==> src/rtl/seq_alu_pkg.sv <==
// Shared ALUOp encodings and FSM state type for the sequential ALU.
package seq_alu_pkg;

  localparam logic [3:0] OP_ADD  = 4'b0000;
  localparam logic [3:0] OP_SUB  = 4'b0001;
  localparam logic [3:0] OP_AND  = 4'b0010;
  localparam logic [3:0] OP_OR   = 4'b0011;
  localparam logic [3:0] OP_SRL  = 4'b0100;
  localparam logic [3:0] OP_SRA  = 4'b0101;
  localparam logic [3:0] OP_MUL  = 4'b0110;
  localparam logic [3:0] OP_DIVU = 4'b0111;
  localparam logic [3:0] OP_REMU = 4'b1000;

  typedef enum logic [1:0] {
    ST_IDLE = 2'd0,
    ST_CALC = 2'd1,
    ST_DONE = 2'd2
  } state_t;

endpackage

==> src/rtl/seq_alu_muldiv.sv <==
// Iterative shift-add multiplier / restoring divider, one step per en_i; latency WIDTH steps.
// res_o shows the value after the current step so the caller can register it on the final step.
module seq_alu_muldiv
  import seq_alu_pkg::*;
#(
  parameter int WIDTH = 32
) (
  input  logic             clk,
  input  logic             rst_n,
  input  logic             load_i,
  input  logic             en_i,
  input  logic [3:0]       op_i,
  input  logic [WIDTH-1:0] a_i,
  input  logic [WIDTH-1:0] b_i,
  output logic [WIDTH-1:0] res_o
);

  // hi: product accumulator / partial remainder; lo: multiplier / dividend-then-quotient.
  logic [WIDTH-1:0] hi_q, hi_d, lo_q, lo_d, b_q, b_d;
  logic             is_mul_q, res_lo_q;
  logic [WIDTH:0]   shifted, diff;

  always_comb begin
    hi_d    = hi_q;
    lo_d    = lo_q;
    b_d     = b_q;
    shifted = {hi_q, lo_q[WIDTH-1]};
    diff    = shifted - {1'b0, b_q};
    if (load_i) begin
      hi_d = '0;
      lo_d = a_i;
      b_d  = b_i;
    end else if (en_i) begin
      if (is_mul_q) begin
        if (lo_q[0]) hi_d = hi_q + b_q;
        lo_d = lo_q >> 1;
        b_d  = b_q << 1;
      end else if (!diff[WIDTH]) begin
        // A zero divisor always "fits", yielding all-ones quotient and remainder A.
        hi_d = diff[WIDTH-1:0];
        lo_d = {lo_q[WIDTH-2:0], 1'b1};
      end else begin
        hi_d = shifted[WIDTH-1:0];
        lo_d = {lo_q[WIDTH-2:0], 1'b0};
      end
    end
  end

  always_ff @(posedge clk or negedge rst_n) begin
    if (!rst_n) begin
      hi_q     <= '0;
      lo_q     <= '0;
      b_q      <= '0;
      is_mul_q <= 1'b0;
      res_lo_q <= 1'b0;
    end else begin
      hi_q <= hi_d;
      lo_q <= lo_d;
      b_q  <= b_d;
      if (load_i) begin
        is_mul_q <= (op_i == OP_MUL);
        res_lo_q <= (op_i == OP_DIVU);
      end
    end
  end

  assign res_o = res_lo_q ? lo_d : hi_d;

endmodule

==> src/rtl/seq_alu.sv <==
// Sequential ALU: single-cycle ops done 1 cycle after accept, MUL/DIVU/REMU after WIDTH+1; ready low while iterating.
// Define SEQ_ALU_MULDIV_EN to build the iterative unit; without it MUL/DIVU/REMU return 0 in one cycle.
module seq_alu
  import seq_alu_pkg::*;
#(
  parameter int WIDTH = 32
) (
  input  logic             clk,
  input  logic             rst_n,
  input  logic             start,
  input  logic [WIDTH-1:0] A,
  input  logic [WIDTH-1:0] B,
  input  logic [3:0]       ALUOp,
  output logic             ready,
  output logic             done,
  output logic [WIDTH-1:0] C
);

  localparam int SHW = $clog2(WIDTH);

  state_t           state_q, state_d;
  logic [WIDTH-1:0] c_q, c_d, single_res;
  logic [SHW-1:0]   shamt;
  logic             is_iter;

  assign shamt = B[SHW-1:0];

  always_comb begin
    single_res = '0;
    case (ALUOp)
      OP_ADD:  single_res = A + B;
      OP_SUB:  single_res = A - B;
      OP_AND:  single_res = A & B;
      OP_OR:   single_res = A | B;
      OP_SRL:  single_res = A >> shamt;
      OP_SRA:  single_res = $signed(A) >>> shamt;
      default: single_res = '0;
    endcase
  end

`ifdef SEQ_ALU_MULDIV_EN
  localparam int CW = $clog2(WIDTH + 1);

  logic [CW-1:0]    cnt_q, cnt_d;
  logic             md_load, md_en;
  logic [WIDTH-1:0] md_res;

  assign is_iter = (ALUOp == OP_MUL) || (ALUOp == OP_DIVU) || (ALUOp == OP_REMU);

  seq_alu_muldiv #(.WIDTH(WIDTH)) u_muldiv (
    .clk    (clk),
    .rst_n  (rst_n),
    .load_i (md_load),
    .en_i   (md_en),
    .op_i   (ALUOp),
    .a_i    (A),
    .b_i    (B),
    .res_o  (md_res)
  );

  always_ff @(posedge clk or negedge rst_n) begin
    if (!rst_n) cnt_q <= '0;
    else        cnt_q <= cnt_d;
  end
`else
  assign is_iter = 1'b0;
`endif

  always_comb begin
    state_d = state_q;
    c_d     = c_q;
`ifdef SEQ_ALU_MULDIV_EN
    cnt_d   = cnt_q;
    md_load = 1'b0;
    md_en   = 1'b0;
`endif
    case (state_q)
      ST_CALC: begin
`ifdef SEQ_ALU_MULDIV_EN
        md_en = 1'b1;
        cnt_d = cnt_q - CW'(1);
        // The last step's result is taken straight from the unit as the counter hits zero.
        if (cnt_q == CW'(1)) begin
          state_d = ST_DONE;
          c_d     = md_res;
        end
`else
        state_d = ST_IDLE;
`endif
      end
      default: begin
        if (start) begin
          if (is_iter) begin
            state_d = ST_CALC;
`ifdef SEQ_ALU_MULDIV_EN
            md_load = 1'b1;
            cnt_d   = CW'(WIDTH);
`endif
          end else begin
            state_d = ST_DONE;
            c_d     = single_res;
          end
        end else begin
          state_d = ST_IDLE;
        end
      end
    endcase
  end

  always_ff @(posedge clk or negedge rst_n) begin
    if (!rst_n) begin
      state_q <= ST_IDLE;
      c_q     <= '0;
    end else begin
      state_q <= state_d;
      c_q     <= c_d;
    end
  end

  assign ready = (state_q != ST_CALC);
  assign done  = (state_q == ST_DONE);
  assign C     = c_q;

endmodule

==> config.mk <==
export PLATFORM = sky130hd
export DESIGN_NAME = seq_alu
export DESIGN_NICKNAME = d
export VERILOG_FILES = /design/src/rtl/seq_alu_pkg.sv /design/src/rtl/seq_alu_muldiv.sv /design/src/rtl/seq_alu.sv
export SDC_FILE = /design/constraint.sdc
export NUM_CORES = 1
export LEC_CHECK = 0
export BUFFER_PORTS_ARGS = -buffer_cell sky130_fd_sc_hd__buf_4
export CAP_MARGIN = 20
export CORE_AREA = 2 2 129 131
export DETAILED_ROUTE_END_ITERATION = 10
export DIE_AREA = 0 0 131 133
export SLEW_MARGIN = 5
export SYNTH_ARGS = -nofsm -noshare
export SYNTH_HDL_FRONTEND = slang
export SYNTH_SLANG_ARGS = --single-unit
==> constraint.sdc <==
create_clock -name clk -period 2.5 [get_ports clk]
set_clock_uncertainty 0.1 [all_clocks]
set_input_delay 0.25 -clock clk [delete_from_list [all_inputs] [get_ports clk]]
set_output_delay 0.25 -clock clk [all_outputs]
set_load 0.02 [all_outputs]
# After elaboration in Yosys (flattened, before gate mapping)
# Index checks and enable logic that the tools add are counted.
# W data, S select, Z words.
[totals]
ram_bits = 0
romBits = 0
latch_bits = 0
reg_bits = 34
input_bits = 71
output_inout_bits = 34
mem_count = 0
[op_classes]
order_cmp = 0
bitwise_logic = 3
reduce_logical = 2
n_addsub = 2
mul = 0
shift = 2
div_mod_pow = 0
n_mux = 3
n_eq_ne = 8
[ops]
columns = ["cell", "n"]
rows = [
  ["$pmux W32 S6", 1],
  ["$add A32 B32 Y32", 1],
  ["$and A32 B32 Y32", 1],
  ["$or A32 B32 Y32", 1],
  ["$shr A32 B5 Y32", 1],
  ["$sshr A32 B5 Y32", 1],
  ["$sub A32 B32 Y32", 1],
  ["$eq A4 B2 Y1 const B", 2],
  ["$eq A4 B3 Y1 const B", 2],
  ["$eq A4 B1 Y1 const B", 1],
  ["$logic_not A4 Y1", 1],
  ["$mux W2", 2],
  ["$eq A2 B1 Y1 const B", 1],
  ["$eq A2 B2 Y1 const B", 1],
  ["$ne A2 B1 Y1 const B", 1],
  ["$reduce_and A2 Y1", 1],
  ["$not A1 Y1", 1],
]

# Logic depth before layout (Yosys ltp)
[depth]
word_depth = 3
depth_mapped = 21
depth_no_buf = 17

# Least setup slack after synthesis
# Ideal clock, no wire load.
[synth_timing]
path_kind = "input-to-reg"
startpoint = "input B[1]"
endpoint = "register c_q[29] (netlist: C[29])"
setup_slack_ns = -1.880
cell_stages = 19
t_arrival_ns = 4.147
n_path_buf = 4
t_required_ns = 2.267
setup_time_ns = 0.133
cell_sequence = "clkbuf_1 > buf_2 > buf_2 > inv_1 > ha_1 > nand3_1 > nor3b_1 > nor3b_1 > nor2b_1 > a31oi_1 > xnor2_1 > ha_1 > clkbuf_1 > nand4_1 > nor4b_1 > a21oi_1 > o31ai_1 > xnor2_1 > o21ai_0"
[synth_between]
elab_chain_len = 2
[synth_rtl]
columns = ["element", "line", "text"]
rows = [
  ["start: declaration", "seq_alu.sv:12", "input logic [WIDTH-1:0] B,"],
  ["$sub A32 B32 Y32 (tied with other cells)", "seq_alu.sv:32", "OP_SUB: single_res = A - B;"],
  ["$pmux W32 S6 *", "seq_alu.sv:30", "case (ALUOp)"],
  ["end signal: assignment", "seq_alu.sv:113", "c_q <= '0;"],
  ["end signal: assignment", "seq_alu.sv:116", "c_q <= c_d;"],
  ["end: declaration", "seq_alu.sv:22", "logic [WIDTH-1:0] c_q, c_d, single_res;"],
]
# Mark *: on every way between the ends. The rest lies on a longest branch, timed or not.
# A chain may end at the register's enable or synchronous reset.

# Final worst setup path
[layout_timing]
startpoint = "input B[12]"
endpoint = "register c_q[30] (netlist: C[30])"
[layout_between]
elab_chain_len = 2
[layout_rtl]
columns = ["element", "line"]
rows = [
  ["$sub A32 B32 Y32 or $add A32 B32 Y32 (tied branches)", "seq_alu.sv:32, seq_alu.sv:31"],
  ["$pmux W32 S6 *", "seq_alu.sv:30"],
]
# Marks and branches as above.

==> reports/metrics.csv <==
stage,metric,value,unit
placement,placed_cell_area,0.00921,mm^2
status,status,"finished, violations left",
critical_path,rrSetupSlack,1.27,ns
drt,drt_pre_antenna_iters,5,
yosys,seq_area_frac_synth,13.0,%
min_path,min_to,state_q[1],
yosys,netlist_instances,872,
sta,relSlewSlack,44.3,%
placement,place_hpwl,23900,um
sta,drv_slew,0,
critical_path,reg2reg_to,C[27],
sta,fin_crit,3.57,ns
clocking,clockRootBuffer,clkbuf_16,
global_route,antenna_found_initial,0,
global_route,grt_overflow,0,
sta,finalHoldViolations,0,
sta,worst_slew_pin_slew,0.828,ns
floorplanning,dieArea,0.0174,mm^2
clocking,clock_latency,0.28,ns
critical_path,critPathCaptureType,register,
cells_and_area,utilization,65.1,%
yosys,yosysTopAreaCell,dfrtp_1,
global_route,grt_usage,34.2,%
floorplanning,fp.dieW,131,um
pwr,ir_drop,0.000223,V
yosys,synth.area.top_cells,"dfrtp_1 (13%), a21oi_1 (7.7%), ha_1 (6.7%), mux2i_1 (6.0%), nand2_1 (5.7%)",
global_route,grt_max_degree,50,
critical_path,crit_type,in -> reg,
yosys,synth_top_area_share,13.0,%
yosys,syn_avg_cell_area,7.27,um^2
sta,postLayoutSetupSlackWorst,-1.07,ns
drt,post_drt_wl_per_cell,21.3,um
global_route,grt_pass1_vias,7793,
min_path,worstHoldStart,start,
drt,drt_iter0_drc,920,
clocking,h-tree-depth,2,
cells_and_area,syn2layout_area_growth,66.1,%
critical_path,r2r_cells,4,
clocking,cts_made_buffers,5,
critical_path,crit_required,2.56,ns
critical_path,critPathLaunchType,input pin,
cells_and_area,multi_input_area,0.00606,mm^2
yosys,ys_ff_latch,33,
cells_and_area,drive_gt1_share,45.3,%
clocking,clk_pin_slew,0.06,ns
yosys,synth_edf_count,0,
cells_and_area,regArea,826,um^2
placement,port_buffers,103,
pwr,power.leakage,0.00467,uW
status,violations,setup timing,
clocking,cts_tree,yes,
drt,totalWireLength,30300,um
floorplanning,core,0.0162,mm^2
floorplanning,fp-row-count,47,
min_path,hold_depth,1,
global_route,grt_pass1_wl,45400,um
cells_and_area,antenna_cells,0,
sta,fmax,0.280,GHz
drt,final_antenna_net_count,0,
drt,vias_per_cell,5.86,
yosys,synth_warnings,0,
drt,drc,0,
placement,place.gp.congestion,0.997,
yosys,yosys-top-cells-count,"a21oi_1 (98), nand2_1 (97), nor2_1 (73)",
clocking,cts_max_path_buffers,2,
clocking,cts_sinks,33,
cells_and_area,layout.nets,1308,
floorplanning,die_height,133,um
yosys,synth.most_common_cell,a21oi_1,
critical_path,cp.arrival,3.63,ns
yosys,synth_nets,978,
floorplanning,start_util,39.2,%
pwr,power_density,379,mW/mm^2
yosys,ys_types,71,
critical_path,startpoint,B[12],
sta,fin_crit_sh,143,%
cells_and_area,stdcell_area,0.0105,mm^2
drt,routed-via-count,8333,
yosys,synth_ff_type,dfrtp_1,
yosys,async_flop_share,100,%
cells_and_area,nFillCells,1432,
critical_path,r2r_start,C[27],
critical_path,path_max_fanout,6,
sta,rsz0062_at_grt,yes,
min_path,hold_class,in -> reg,
yosys,synth_area,0.00634,mm^2
pwr,p_total,3990,uW
floorplanning,ios,105,
job,drv_cap,0,
sta,finalSetupViolations,28,
[report_power, final]
| group | switching, uW | internal (uW) |
|---|---|---|
| registers | 32.4 | 577 |
| clock network | 237 | 498 |
| logic | 1360 | 1280 |
| total | 1630 | 2360 |
[routing by layer]
layer  vias to the layer above  global-route usage, %  wire (um)
met3                        49                   6.55       2620
met4                         0                   8.10        783
met5                         -                      0          0
met2                       378                   51.8      13500
li1                       3935                      -          -
met1                      3971                   50.0      13400
[cell families after synthesis]
family / count (synthesis) / share of synthesized area (%)
mux: 64 / 12.4
other cells: 1 / 0.0591
xor+xnor: 53 / 7.44
flops: 33 / 13.0
buf+inv: 89 / 5.53
fa+ha+maj: 65 / 11.8
compound gates: 303 / 30.5
simple gates: 264 / 19.3
[worst max path at each step]
| stage | to | slack (ns) | depth (start not counted) |
|---|---|---|---|
| 2_1_floorplan | C[30] | -1.17 | 12 |
| 3_3_place_gp | C[26] | -1.48 | 16 |
| 3_5_place_dp | C[26] | -1.52 | 16 |
| 4_1_cts | C[27] | -1.06 | 15 |
| 5_1_grt | C[30] | -1.21 | 17 |
| 6_report | C[30] | -1.07 | 17 |
[worst max-delay path, cell delays in order]
cell and delay [ns]:
buf_6 0.09, or4_4 0.52, or4_4 0.47, buf_6 0.14, nor4_4 0.14, buf_6 0.15, a21oi_1 0.08, xnor2_1 0.24
ha_4 0.28, a21oi_4 0.18, o21ai_1 0.10, a21oi_1 0.16, o21ai_1 0.12, a221oi_2 0.36, o31ai_4 0.13, xnor2_1 0.15
o21ai_1 0.07
[layout by cell type (no fill, tap or decap), types with 8 or more instances in the layout]
cell type	instances
nand2_1	89
mux2i_1	38
maj3_1	30
nor2_1	66
a21o_1	10
a21oi_2	18
inv_1	22
mux2_2	16
o211ai_1	13
xnor2_2	12
mux4_2	10
nor3_1	10
xor2_1	10
a221oi_1	10
o21ai_0	45
buf_6	39
a21oi_1	73
xnor2_1	25
o21ai_1	18
buf_4	343
nand3_1	20
a31oi_1	8
ha_1	27
a211oi_1	9
nand4_1	9
dfrtp_1	33
[sequential cells by signal, indices dropped and copies added (netlist names)]
register and cells:
C 32, state_q 1
[cell type report]
cell class | instances | share of cell area, %
multi-input combinational | 750 | 57.5
timing repair buffer | 386 | 29.4
sequential | 33 | 7.84
tap | 220 | 2.61
clock buffer | 7 | 1.35
inverter | 26 | 0.974
clock inverter | 1 | 0.285
[repair_timing]
action / CTS / global route
hold endpoints to repair: 33 / 0
setup buffers: 28 / 16
pin swaps: 56 / 55
hold buffers: 1 / 0
resized for setup: 103 / 74
setup endpoints to repair: 30 / 30
gates cloned: 0 / 1
[through the flow]
| step | hold WS [ns] | setup TNS [ns] | cells | setup WS (ns) |
|---|---|---|---|---|
| 5_1_grt | 0.104 | -22.65 | 1423 | -1.21 |
| 3_3_place_gp | 0.124 | -29.39 | 1376 | -1.48 |
| 3_5_place_dp | 0.125 | -30.02 | 1376 | -1.52 |
| 2_1_floorplan | -0.146 | -18.84 | 872 | -1.17 |
| 6_report | 0.102 | -19.98 | 1423 | -1.07 |
| 4_1_cts | 0.103 | -17.37 | 1409 | -1.06 |
Power figures use the tool's default switching activity.
